`src/rtl/sort_cmd_driver.sv`:
```
// SORT command initiator: replays staged values as mode/push/pop/sort
// commands, then captures and self-checks the 10-word result burst.
module sort_cmd_driver #(
   parameter int DEPTH   = 10,
   parameter int TIMEOUT = 32
) (
   input  logic       clk,
   input  logic       rst_n,
   input  logic       ld_valid,
   input  logic [4:0] ld_data,
   input  logic       start,
   input  logic       cfg_mode,
   input  logic [3:0] cfg_len,
   input  logic [3:0] cfg_pops,
   output logic       in_valid1,
   output logic       in_valid2,
   output logic       mode,
   output logic [1:0] op,
   output logic [4:0] in,
   input  logic       out_valid,
   input  logic [4:0] out,
   output logic       busy,
   output logic       done,
   output logic       pass,
   output logic       err_timeout,
   output logic [8:0] cap_sum
);

   localparam int CW = $clog2(TIMEOUT) + 1;

   typedef enum logic [3:0] {
      S_IDLE, S_MODE, S_GAP, S_PUSH, S_POP,
      S_SORT, S_WAIT, S_CAPT, S_DONE
   } state_t;

   state_t state, state_d;
   logic [CW-1:0] cnt, cnt_d;

   logic [4:0] stage [DEPTH];
   logic [3:0] ld_ptr;
   logic       mode_r;
   logic [3:0] len_r, pops_r;
   logic [3:0] len_eff, pops_eff;
   logic [3:0] sidx;
   logic [8:0] exp_sum, acc;
   logic [4:0] prev;
   logic       bad, tmo;

   logic       iv1_d, iv2_d, mode_d;
   logic [1:0] op_d;
   logic [4:0] in_d;

   assign len_eff  = (cfg_len > 4'(DEPTH)) ? 4'(DEPTH) : cfg_len;
   assign pops_eff = (cfg_pops > len_eff) ? len_eff : cfg_pops;
   assign sidx     = len_r - 4'd1 - cnt[3:0];
   assign busy     = (state != S_IDLE);

   always_ff @(posedge clk or negedge rst_n) begin
      if (!rst_n) begin
         state <= S_IDLE;
         cnt   <= '0;
      end else begin
         state <= state_d;
         cnt   <= cnt_d;
      end
   end

   always_comb begin
      state_d = state;
      cnt_d   = cnt;
      unique case (state)
         S_IDLE: if (start) state_d = S_MODE;
         S_MODE: state_d = S_GAP;
         S_GAP: begin
            cnt_d   = '0;
            state_d = (len_r != 4'd0) ? S_PUSH : S_SORT;
         end
         S_PUSH: begin
            if (cnt[3:0] == len_r - 4'd1) begin
               cnt_d   = '0;
               state_d = (pops_r != 4'd0) ? S_POP : S_SORT;
            end else begin
               cnt_d = cnt + 1'b1;
            end
         end
         S_POP: begin
            if (cnt[3:0] == pops_r - 4'd1) state_d = S_SORT;
            else cnt_d = cnt + 1'b1;
         end
         S_SORT: begin
            cnt_d   = '0;
            state_d = S_WAIT;
         end
         S_WAIT: begin
            if (out_valid) begin
               cnt_d   = CW'(1);
               state_d = S_CAPT;
            end else if (cnt == CW'(TIMEOUT - 1)) begin
               state_d = S_DONE;
            end else begin
               cnt_d = cnt + 1'b1;
            end
         end
         S_CAPT: begin
            if (!out_valid || cnt == CW'(DEPTH - 1)) state_d = S_DONE;
            else cnt_d = cnt + 1'b1;
         end
         S_DONE: state_d = S_IDLE;
         default: state_d = S_IDLE;
      endcase

      // SORT-side values are derived from the next state so they register
      // exactly in the cycle the new state is occupied.
      iv1_d  = (state_d == S_PUSH) || (state_d == S_POP) ||
               (state_d == S_SORT);
      iv2_d  = (state_d == S_MODE);
      mode_d = iv2_d & cfg_mode;
      op_d   = 2'd0;
      in_d   = 5'd0;
      if (state_d == S_PUSH) begin
         op_d = 2'd1;
         in_d = stage[cnt_d[3:0]];
      end
      if (state_d == S_SORT) op_d = 2'd2;
   end

   always_ff @(posedge clk or negedge rst_n) begin
      if (!rst_n) begin
         in_valid1 <= 1'b0;
         in_valid2 <= 1'b0;
         mode      <= 1'b0;
         op        <= 2'd0;
         in        <= 5'd0;
         done      <= 1'b0;
      end else begin
         in_valid1 <= iv1_d;
         in_valid2 <= iv2_d;
         mode      <= mode_d;
         op        <= op_d;
         in        <= in_d;
         done      <= (state == S_DONE);
      end
   end

   always_ff @(posedge clk or negedge rst_n) begin
      if (!rst_n) begin
         for (int i = 0; i < DEPTH; i++) stage[i] <= 5'd0;
         ld_ptr <= 4'd0;
      end else if (state == S_IDLE && ld_valid) begin
         stage[ld_ptr] <= ld_data;
         ld_ptr <= (ld_ptr == 4'(DEPTH - 1)) ? 4'd0 : ld_ptr + 4'd1;
      end
   end

   always_ff @(posedge clk or negedge rst_n) begin
      if (!rst_n) begin
         mode_r      <= 1'b0;
         len_r       <= 4'd0;
         pops_r      <= 4'd0;
         exp_sum     <= 9'd0;
         acc         <= 9'd0;
         prev        <= 5'd0;
         bad         <= 1'b0;
         tmo         <= 1'b0;
         pass        <= 1'b0;
         err_timeout <= 1'b0;
         cap_sum     <= 9'd0;
      end else begin
         unique case (state)
            S_IDLE: if (start) begin
               mode_r      <= cfg_mode;
               len_r       <= len_eff;
               pops_r      <= pops_eff;
               exp_sum     <= 9'd0;
               acc         <= 9'd0;
               prev        <= 5'd0;
               bad         <= 1'b0;
               tmo         <= 1'b0;
               pass        <= 1'b0;
               err_timeout <= 1'b0;
               cap_sum     <= 9'd0;
            end
            S_PUSH: exp_sum <= exp_sum + 9'(stage[cnt[3:0]]);
            S_POP: begin
               if (mode_r) exp_sum <= exp_sum - 9'(stage[cnt[3:0]]);
               else        exp_sum <= exp_sum - 9'(stage[sidx]);
            end
            S_WAIT: begin
               if (out_valid) begin
                  prev <= out;
                  acc  <= acc + 9'(out);
               end else if (cnt == CW'(TIMEOUT - 1)) begin
                  tmo <= 1'b1;
               end
            end
            S_CAPT: begin
               if (out_valid) begin
                  if (out > prev) bad <= 1'b1;
                  prev <= out;
                  acc  <= acc + 9'(out);
               end else begin
                  bad <= 1'b1;
               end
            end
            S_DONE: begin
               pass        <= !bad && !tmo && (acc == exp_sum);
               err_timeout <= tmo;
               cap_sum     <= acc;
            end
            default: ;
         endcase
      end
   end

endmodule
```
`config.mk`:
```
export PLATFORM = sky130hd
export DESIGN_NAME = sort_cmd_driver
export DESIGN_NICKNAME = d
export VERILOG_FILES = /design/src/rtl/sort_cmd_driver.sv
export SDC_FILE = /design/constraint.sdc
export NUM_CORES = 1
export LEC_CHECK = 0
export ABC_AREA = 1
export CORE_UTILIZATION = 60
export CTS_CLUSTER_DIAMETER = 100
export CTS_CLUSTER_SIZE = 8
export DETAILED_ROUTE_END_ITERATION = 10
export GPL_ROUTABILITY_DRIVEN = 0
export PLACE_DENSITY = 0.82
export SKIP_LAST_GASP = 1
export SYNTH_ARGS = -nofsm -noshare
export SYNTH_HDL_FRONTEND = slang
export SYNTH_SLANG_ARGS = --single-unit
export TNS_END_PERCENT = 30
```
`constraint.sdc`:
```
create_clock -name clk -period 5.45 [get_ports clk]
set_clock_uncertainty 0.1 [all_clocks]
set_input_delay 0.545 -clock clk [delete_from_list [all_inputs] [get_ports clk]]
set_output_delay 0.545 -clock clk [all_outputs]
set_load 0.01 [all_outputs]
```
==> qor.yml <==
synthesis:
  async_flop_share_pct: 100.0
  synthCells: 1054
  synth_flop_cell: "dfrtp_1"
  ys_seq_area_share_pct: 39.15
  ys_ff_latch: 120
  synth_top_area_share_pct: 39.15
  syn_area_um2: 7671
  yosysTopAreaCell: "dfrtp_1"
  syn_area_per_cell_um2: 7.278
  synth_cell_types: 52
  syn_nets: 1113
  synthTopCellsByArea: "dfrtp_1, nand2_1, o21ai_0"
  synth_edf_count: 0
  ys_warn_count: 0
global_route:
  antenna_found_initial: 0
  track_usage_pct: 32.69
  grt_max_degree: 70
  grt_overflow: 0
  grt_first_pass_wirelength_um: 33150
  grt_pass1_vias: 6949
worst_setup_path:
  worst_ep_arrival_time_ns: 4.64
  rr_endpoint: "exp_sum[8]"
  reg2reg_depth: 22
  r2r-start: "len_r[0]"
  cp-start-kind: "flip-flop"
  criticalPathCategory: "flip-flop to flip-flop"
  critPathMaxFanout: 21
  endpoint_kind: "flip-flop"
  reg2reg_slack_ns: 1.0
  required_ns: 5.64
sta:
  setup-violations-final: 0
  rsz0062_at_grt: "no"
  tns_ns: 0
  fin_crit_ns: 4.451
  maxSlewHeadroom_pct: 43.74
  max_freq_mhz: 224.6
  finalMaxSlewViolations: 0
  tightest_slew_ns: 0.8439
  finalHoldViolations: 0
  layout_setup_ws_ns: 0.9986
  finalCritPeriodShare_pct: 81.68
  hold_ws_ns: 0.1203
clocking:
  cts_setup_buffers: 0
  clk_pin_slew_worst_paths_ns: 0.05
  htree_num_levels: 4
  cts.repair.resized: 0
  cts-root-buf: "clkbuf_16"
  numCtsBuffers: 17
  insertion_delay_ns: 0.42
  cts_hold_buf: 0
  tritoncts: "done"
  clock_path_buffers: 2
  cts_sinks: 120
floorplan:
  core_area_um2: 12210
  die_x_um: 115.1
  die_y_um: 115.1
  rows: 40
  start_util_pct: 62.82
  dieArea_um2: 13240
  io_pins: 47
detailed_routing:
  wl_um: 19810
  drt_iter0_drc: 699
  drt_pass1_iterations: 7
  postRouteAntennaNets: 0
  routedWlPerCell_um: 15.55
  vias_per_cell: 5.711
  via_count: 7276
  drc_errors: 0
power_and_ir_drop:
  power_leakage_nw: 4.258
  power_density_nw_per_um2: 730.7
  ir_drop_v: 0.0003659
layout:
  post-route-util_pct: 72.25
  mostFrequentLayoutCell: "nand2_1"
  antenna_cells: 0
  seq_area_um2: 3003
  multi_input_comb_area_um2: 3960
  filler_cell_count: 988
  instances_no_fill: 1274
  final_nets: 1153
  areaGrowthSynthToFinish_pct: 15.02
  drive_above_1_share_pct: 6.600
  layout_common_cells: "nand2_1, inv_1, o21ai_0"
placed_design:
  dp_hpwl_um: 14640
  io_buffers: 46
  dp_slack_ns: 1.061
  placed_cells: 1243
flow_run:
  maxCapViolations: 0
run_status:
  status: "completed"
min_path:
  hold_path_class: "input port to asynchronous set/reset pin"
[through the flow]
step           total power [mW]  cell area (µm²)
6_report                  6.447             8823
5_1_grt                   7.081             8823
4_1_cts                   6.400             8823
3_5_place_dp              5.245             8240
3_3_place_gp              5.158             8240
2_1_floorplan             4.378             7671
[cell families (layout without fill, tap and decap cells)]
| logic type | after synthesis | in the layout | share of synthesized area, % |
|---|---|---|---|
| AO/OA/AOI/OAI | 250 | 250 | 18.58 |
| XOR/XNOR | 11 | 11 | 1.256 |
| adder cells (fa/ha/maj) | 35 | 35 | 6.002 |
| buffers and inverters | 182 | 234 | 9.232 |
| flip-flops | 120 | 120 | 39.15 |
| AND/OR/NAND/NOR | 456 | 456 | 25.79 |
[metal layers]
metal / wire [µm] / track usage, %
met1: 8483 / 40.72
met2: 9397 / 54.50
met3: 1133 / 5.799
met4: 794 / 17.32
met5: 0 / 0
[state kept, by name (all words and copies together), names as in the netlist, 2 cells and up]
| name | count |
|---|---|
| op | 2 |
| pops_r | 4 |
| cnt | 6 |
| in | 5 |
| cap_sum | 9 |
| acc | 9 |
| ld_ptr | 4 |
| prev | 5 |
| exp_sum | 9 |
| len_r | 4 |
| stage | 50 |
| state | 4 |
[power by group]
part / switching (mW) / internal, mW
sequential: 0.307 / 1.23
clock: 0.392 / 0.715
combinational: 2.44 / 1.37
total: 3.13 / 3.31
[worst max-delay path, cell delays in order (launching register included)]
cell      delay (ns)
dfrtp_1         0.36
inv_1           0.09
ha_1            0.34
fa_1            0.93
o211ai_1        0.17
o21ai_0         0.12
nand2_1         0.09
a31oi_1         0.17
o21ai_0         0.10
o21ai_0         0.09
inv_1           0.06
ha_1            0.20
fa_1            0.40
o211ai_1        0.22
nand2_1         0.10
nand2_1         0.06
a21oi_1         0.06
or2_2           0.30
nand2_1         0.07
a21o_1          0.12
nand2_1         0.05
nand2_1         0.05
o22ai_1         0.06
[Yosys cell counts (7+ instances only)]
cell type and instances:
inv_2 8, xor2_1 10, dfrtp_1 120, nand3_1 58, buf_2 7, inv_1 142, nor3_1 10, o211ai_1 27
a21oi_1 49, o22ai_1 15, clkbuf_1 19, nand2_1 279, o21ai_0 128, nor2_1 70, ha_1 32
[worst max-delay path by stage]
stage                     startpoint         end  slack (ns)  cells after the start
after floorplan             len_r[0]  exp_sum[8]        1.52                     23
after global placement      len_r[0]  exp_sum[8]        1.14                     22
after detailed placement    len_r[0]  exp_sum[8]        1.06                     22
after CTS                   len_r[0]  exp_sum[8]        1.01                     22
after global routing          cnt[2]  exp_sum[7]        0.57                     25
final                       len_r[0]  exp_sum[8]         1.0                     22
[layout make-up]
type,instances,area share (%)
inverters,152,6.480
repair buffers,51,5.615
flip-flops and latches,120,34.03
clock inverters,8,1.078
clock buffers,23,5.530
multi-input cells,752,44.88
well taps,168,2.382
Note: power is estimated with default switching activity, not from simulation.
